==> src/rtl/cpu_program_loader.sv <==
// Program loader: buffers host-written bytes, then streams them to the CPU
// over a ready/done_load handshake with timeout and protocol-error detection.
`timescale 1ns/1ps

module cpu_program_loader #(
    parameter int unsigned RAM_BYTES = 16,
    parameter int unsigned TIMEOUT   = 255
) (
    input  logic       clk,
    input  logic       rst,
    input  logic       wr_en,
    input  logic [3:0] wr_addr,
    input  logic [7:0] wr_data,
    input  logic       start,
    input  logic       ready,
    input  logic       done_load,
    output logic       programming,
    output logic [7:0] prog_data,
    output logic       busy,
    output logic       done,
    output logic       error,
    output logic [4:0] byte_count
);

    localparam int unsigned DEPTH = 16;
    localparam int unsigned CW    = 5;
    localparam int unsigned TW    = 8;
    localparam logic [CW-1:0] LAST_COUNT    = CW'(RAM_BYTES);
    localparam logic [TW-1:0] TIMEOUT_LIMIT = TW'(TIMEOUT - 1);

    typedef enum logic [2:0] {
        IDLE      = 3'd0,
        ARM       = 3'd1,
        SEND      = 3'd2,
        WAIT_DONE = 3'd3,
        ERROR     = 3'd4
    } state_t;

    state_t        state;
    logic [TW-1:0] timeout_cnt;
    logic [7:0]    buffer [DEPTH];

    logic          write_ok;
    logic          sending;
    logic          in_transfer;
    logic          accept;
    logic          early_done;
    logic          expired;
    logic [CW-1:0] count_inc;
    logic [7:0]    first_byte;
    logic [7:0]    next_byte;

    assign write_ok    = wr_en && !busy && ({1'b0, wr_addr} < LAST_COUNT);
    assign sending     = (state == ARM) || (state == SEND);
    assign in_transfer = sending || (state == WAIT_DONE);
    // done_load outranks ready, so a simultaneous pair accepts nothing
    assign accept      = sending && ready && !done_load;
    assign early_done  = sending && done_load;
    assign expired     = in_transfer && !done_load && !accept
                         && (timeout_cnt == TIMEOUT_LIMIT);
    assign count_inc   = byte_count + CW'(1);
    // Byte 0 bypasses a host write landing on the same edge as start
    assign first_byte  = (write_ok && (wr_addr == 4'd0)) ? wr_data : buffer[0];
    assign next_byte   = buffer[count_inc[3:0]];

    // Host-writable program buffer, locked while a transfer is in flight
    always_ff @(posedge clk or posedge rst) begin
        if (rst) begin
            for (int i = 0; i < int'(DEPTH); i++) begin
                buffer[i] <= 8'h00;
            end
        end else if (write_ok) begin
            buffer[wr_addr] <= wr_data;
        end
    end

    // Transfer FSM with registered outputs and idle-cycle timeout
    always_ff @(posedge clk or posedge rst) begin
        if (rst) begin
            state       <= IDLE;
            programming <= 1'b0;
            prog_data   <= 8'h00;
            busy        <= 1'b0;
            done        <= 1'b0;
            error       <= 1'b0;
            byte_count  <= '0;
            timeout_cnt <= '0;
        end else begin
            done <= 1'b0;
            if (early_done || expired) begin
                state       <= ERROR;
                programming <= 1'b0;
                busy        <= 1'b0;
                error       <= 1'b1;
                prog_data   <= 8'h00;
                timeout_cnt <= timeout_cnt + TW'(1);
            end else begin
                case (state)
                    IDLE, ERROR: begin
                        if (start) begin
                            state       <= ARM;
                            programming <= 1'b1;
                            busy        <= 1'b1;
                            error       <= 1'b0;
                            byte_count  <= '0;
                            timeout_cnt <= '0;
                            prog_data   <= first_byte;
                        end
                    end
                    ARM, SEND: begin
                        if (accept) begin
                            byte_count  <= count_inc;
                            timeout_cnt <= '0;
                            if (count_inc == LAST_COUNT) begin
                                state     <= WAIT_DONE;
                                prog_data <= 8'h00;
                            end else begin
                                state     <= SEND;
                                prog_data <= next_byte;
                            end
                        end else begin
                            timeout_cnt <= timeout_cnt + TW'(1);
                        end
                    end
                    WAIT_DONE: begin
                        if (done_load) begin
                            state       <= IDLE;
                            programming <= 1'b0;
                            busy        <= 1'b0;
                            done        <= 1'b1;
                        end else begin
                            timeout_cnt <= timeout_cnt + TW'(1);
                        end
                    end
                    default: begin
                        state       <= IDLE;
                        programming <= 1'b0;
                        busy        <= 1'b0;
                        prog_data   <= 8'h00;
                    end
                endcase
            end
        end
    end

endmodule

==> config.mk <==
export PLATFORM = sky130hd
export DESIGN_NAME = cpu_program_loader
export DESIGN_NICKNAME = d
export VERILOG_FILES = /design/src/rtl/cpu_program_loader.sv
export SDC_FILE = /design/constraint.sdc
export NUM_CORES = 1
export LEC_CHECK = 0
export ABC_AREA = 1
export BUFFER_PORTS_ARGS = -buffer_cell sky130_fd_sc_hd__buf_2
export CORE_UTILIZATION = 45
export DETAILED_ROUTE_END_ITERATION = 7
export PLACE_DENSITY = 0.65
export SLEW_MARGIN = 25
export SYNTH_ARGS = -nofsm -noshare
export SYNTH_HDL_FRONTEND = slang
export SYNTH_SLANG_ARGS = --single-unit
==> constraint.sdc <==
create_clock -name clk -period 6.35 [get_ports clk]
set_clock_uncertainty 0.2 [all_clocks]
set_input_delay 0 -clock clk [delete_from_list [all_inputs] [get_ports clk]]
set_output_delay 0 -clock clk [all_outputs]
set_load 0.005 [all_outputs]
# Word level (Yosys, flattened, before mapping)
# Index checks and enable logic that the tools add are counted.
[totals]
wordCells = 110
ff_bits = 155
out_inout_bits = 17
[classes]
bitwise = 3
n_lt_le_gt_ge = 3
n_reduce_logical = 29
mux = 36
eq_ne = 14
add_sub_neg = 2
[op_table]
columns = ["operator", "n"]
rows = [
  ["128-bit bitwise mux", 1],
  ["8-bit 2-to-1 mux", 12],
  ["8-bit one-hot mux with 3 select lines", 2],
  ["8-bit binary-select mux with 4-bit select", 1],
  ["8-bit demux with 4-bit select", 1],
  ["3-bit 2-to-1 mux", 4],
  ["3-bit AND reduction", 4],
  ["5-bit greater-or-equal comparator, second input constant", 2],
  ["1-bit 2-to-1 mux", 10],
  ["5-bit 2-to-1 mux", 2],
  ["4-bit NOT with 5-bit output", 2],
  ["5-bit one-hot mux with 2 select lines", 1],
  ["1-bit logical AND", 9],
  ["3-bit one-hot mux with 3 select lines", 1],
  ["8-bit by 1-bit adder with 8-bit output, second input constant", 1],
  ["8-bit == test, second input constant", 1],
  ["3-bit by 2-bit == test with 1-bit output, second input constant", 2],
  ["2-bit inequality test, second input constant", 3],
  ["3-bit by 2-bit inequality test with 1-bit output, second input constant", 2],
  ["3-bit inequality test, second input constant", 2],
  ["2-bit nonzero test", 3],
  ["5-bit by 1-bit adder with 5-bit output, second input constant", 1],
  ["5-bit == test, second input constant", 1],
  ["5-bit by 1-bit < comparator with 1-bit output, second input constant", 1],
  ["other kinds (13)", 18],
]

# Depth between registers and ports, before layout
[logic_depth]
word_depth = 10
mapped_depth = 12

# Least setup slack after synthesis
# OpenSTA, ideal clock, no wires.
[synth_path]
path_kind = "reg-to-reg"
startpoint = "register byte_count[1]"
endpoint = "register prog_data[0]"
setup_time_ps = 117
path_stages_with_launch = 11
path_slack_ps = 4439
t_required_ps = 6033
arrival_time_ps = 1595
cell_sequence = "dfrtp_1 ha_1 clkbuf_1 buf_1 nand3_1 nand3_1 nand3_1 nand3_1 nand2_1 nand2_1 nand2_1"
[synth_between]
elab_chain_cells = 9
elab_cells_between_ends = 10
[synth_rtl]
columns = ["item", "line_no", "text"]
rows = [
  ["start, declared", "22", "output logic [4:0] byte_count"],
  ["start signal, assigned", "112", "byte_count <= count_inc;"],
  ["5-bit by 1-bit adder with 5-bit output *", "61", "assign count_inc = byte_count + CW'(1);"],
  ["4-bit NOT with 5-bit output (implied by the code)", "64", "assign next_byte = buffer[count_inc[3:0]];"],
  ["8-bit binary-select mux with 4-bit select", "64", ""],
  ["8-bit 2-to-1 mux (implied by the code) (2 in a row)", "64", ""],
  ["8-bit 2-to-1 mux *", "114", "if (count_inc == LAST_COUNT) begin"],
  ["8-bit 2-to-1 mux *", "111", "if (accept) begin"],
  ["8-bit one-hot mux with 3 select lines *", "98", "case (state)"],
  ["8-bit 2-to-1 mux *", "90", "if (early_done || expired) begin"],
  ["end signal, assigned", "107", "prog_data <= first_byte;"],
  ["end signal, assigned", "119", "prog_data <= next_byte;"],
  ["end, declared", "18", "output logic [7:0] prog_data,"],
]
# Mark *: on every way between the ends. The rest lies on a longest branch, timed or not. The select of a mux whose other input is x is not followed.
# A chain may end at the register's enable or synchronous reset.

# Final worst setup path
[layout_path]
startpoint = "register busy"
endpoint = "register buffer[38] in the netlist's numbering"
[layout_between]
elab_chain_cells = 2
[layout_rtl]
columns = ["item", "line_no", "text"]
rows = [
  ["start, declared", "19", "output logic busy,"],
  ["start signal, assigned", "83", "busy <= 1'b0;"],
  ["start signal, assigned", "93", "busy <= 1'b0;"],
  ["start signal, assigned", "103", "busy <= 1'b1;"],
  ["1-bit logical NOT", "53", "assign write_ok = wr_en && !busy && ({1'b0, wr_addr} < LAST_COUNT);"],
  ["1-bit logical AND", "53", ""],
  ["end signal, assigned by index", "73", "buffer[wr_addr] <= wr_data;"],
  ["end, declared", "41", "logic [7:0] buffer [DEPTH];"],
]
# No other way between the ends.

==> flow_summary.ini <==
[clock_tree]
cts_buffer_depth = 2
cts_hold_buf = 12
cts_setup_buffers = 0
insertion_delay_ns = 0.44
cts_tree = built
ctsRootBufferMaster = clkbuf_16
ctsResizeCount = 0
numCtsBuffers = 17
clk_pin_slew_worst_paths_ns = 0.06
cts.sinks = 155
cts_max_level = 4

[final_layout]
area_delta_synth_final_pct = 11.4
fin_cells = 1202
final_nets = 991
fillCellCount = 1616
n_antenna_cell = 0
layout-drive-gt1-share = 0.125

[timing]
whs_ns = 0.00722
hold_viol_final = 0
maxSlewViolCount = 0
tns_ns = 0
rsz0062_at_grt = no
fmax_mhz = 308
min_period_ns = 3.25
fin_crit_sh = 0.512
worst_pin_slew_ns = 0.949
slew_headroom = 0.366
setup_viol = 0

[floorplan]
io_pins = 35
die_area_sq_mm = 0.0175
chipHeight_microns = 132
fp.coreArea_sq_mm = 0.0166
die_w_microns = 132
row_count = 47
start_util = 0.461

[grt]
busiest_layer = met2
met1_usage = 0.357
grt_pass1_wl_mm = 33.6
grt_max_degree = 83
grt_util_met3 = 0.0542
overflow = 0
grt_usage = 0.251
grt_use_met2 = 0.382
grt_pass1_vias = 6130
antenna_found_initial = 0

[place]
place_hpwl_mm = 12.8
placedCellCount = 1159
gp_congestion = 0.874
port_buffers = 34

[synth]
synth_edf_count = 0
netlist_area_sq_mm = 0.00765
syn_nets = 975
synthTopCellsByCount = nand2_1, dfrtp_1, nand3_1
ys_types = 33
ys_ff_latch = 155
ys_seq_area_frac = 0.507
netlist_instances = 954
synth.area.top_cells = dfrtp_1, nand2_1, nand3_1
syn-mean-instance-area_sq_um = 8.02
synth.most_common_cell = nand2_1
synth_top_area_cell = dfrtp_1
synth_flop_cell = dfrtp_1
yosys_warnings = 0
async_flop_share = 1.00
synth.top_cell.area_share = 0.507

[setup_path]
critPathCaptureType = register
worstSetupStartpointType = register
path_buf_inv = 3
crit_top_cell = dlygate4sd3_1
crit_slowest_cell = dlygate4sd3_1
cp.required_ns = 6.47
crit_path_max_incr_delay_ns = 0.83
crit_arrival_ns = 3.36
crit_fanout = 16
crit_chain = nor2_4 > inv_2 > nor3_4 > nand3_4 > dlygate4sd3_1 > nand2_1 > o21ai_2 > dlygate4sd3_1
critPathKind = reg2reg
cp_top_family = buffers and inverters

[status]
status = complete, no violations

[route]
wl_per_cell_microns = 17.0
drt-initial-drc-count = 568
via_per_inst = 5.40
drt_wl_total_mm = 20.4
drtPass1Iterations = 5
ant_nets = 0
vias = 6493
drc = 0

[job]
drv_cap = 0

[power_and_ir_drop]
irDropWorstVdd_uv = 257
p_leak_uw = 0.00408
p_per_area_mw_per_mm2 = 499

[hold_path]
hold_class = in2reg
## logic make-up (layout without fill, tap and decap cells)
family | Yosys count | count (layout) | share of synthesized area
flops | 155 | 155 | 0.507
compound gates | 142 | 142 | 0.107
simple gates | 563 | 563 | 0.325
buf+inv | 90 | 118 | 0.0558
fa+ha+maj | 3 | 3 | 0.00491
xor+xnor | 1 | 1 | 0.00114
## state kept, by name (all words and copies together) (netlist names)
register / flops
timeout_cnt: 8
byte_count: 5
error: 1
done: 1
buffer: 128
state: 3
busy: 1
prog_data: 8
## cell usage in the layout (no fill, tap or decap), types with 3 or more instances in the layout
cell type,n
nand2_2,6
nor2_2,3
inv_1,28
o21bai_1,3
buf_2,34
nand3_1,140
o21ai_2,26
inv_2,7
nor2_1,15
o21ai_0,97
ha_1,3
dfrtp_1,154
o21ai_1,12
nand4_1,21
inv_6,3
nor2_4,5
clkinv_2,3
dlygate4sd3_1,12
a21oi_1,3
nand2_1,362
clkbuf_16,17
clkbuf_1,3
## metrics by stage
stage | util | worst slack [ns] | total power (uW) | instance area, sq um
after global placement | 0.473 | 3.34 | 3230 | 7840
final | 0.514 | 3.10 | 4250 | 8520
after CTS | 0.514 | 3.10 | 4260 | 8520
after global routing | 0.514 | 2.87 | 4590 | 8520
after floorplan | - | 1.97 | 2840 | 7650
after detailed placement | 0.473 | 3.57 | 3260 | 7840
## path summary, 6_finish.rpt
| check | from | to | slack (ns) | depth (start not counted) |
|---|---|---|---|---|
| max | busy | buffer[38] | 3.10 | 8 |
| min | wr_data[1] | buffer[97] | 0.007 | 3 |
| min in group asynchronous | rst | buffer[11] | 0.07 | 3 |
| max reg2reg | busy | buffer[38] | 3.10 | 8 |
| min reg2reg | buffer[9] | buffer[9] | 0.28 | 2 |
| max in group asynchronous | rst | buffer[103] | 4.71 | 4 |
## metal layers
metal	share of wire	vias to the layer above
met4	0.020	0
li1	-	3189
met1	0.47	3102
met3	0.046	29
met2	0.46	173
met5	0	-
## where the power goes
part,total [uW],internal (uW),switching (uW)
registers,1630,1380,250
clock network,977,560,417
logic,1650,571,1080
total,4250,2510,1740
## worst register-to-register path, delay by kind of cell, from the launching register on
family	cells	cell delay, ns
buffers and inverters	3	1.51
and+or+nand+nor	4	0.90
AOI/OAI and AO/OA	1	0.06
DFF	1	0.46
## area by class of cell
| class | count | area, sq um | share of cell area |
|---|---|---|---|
| Inverter | 38 | 149 | 0.0175 |
| Clock buffer | 22 | 464 | 0.0545 |
| Tap cell | 220 | 275 | 0.0323 |
| Multi-Input combinational cell | 709 | 3350 | 0.393 |
| Clock inverter | 9 | 90.1 | 0.0106 |
| Sequential cell | 155 | 3880 | 0.455 |
| Timing Repair Buffer | 49 | 317 | 0.0371 |
Power figures use the tool's default switching activity.
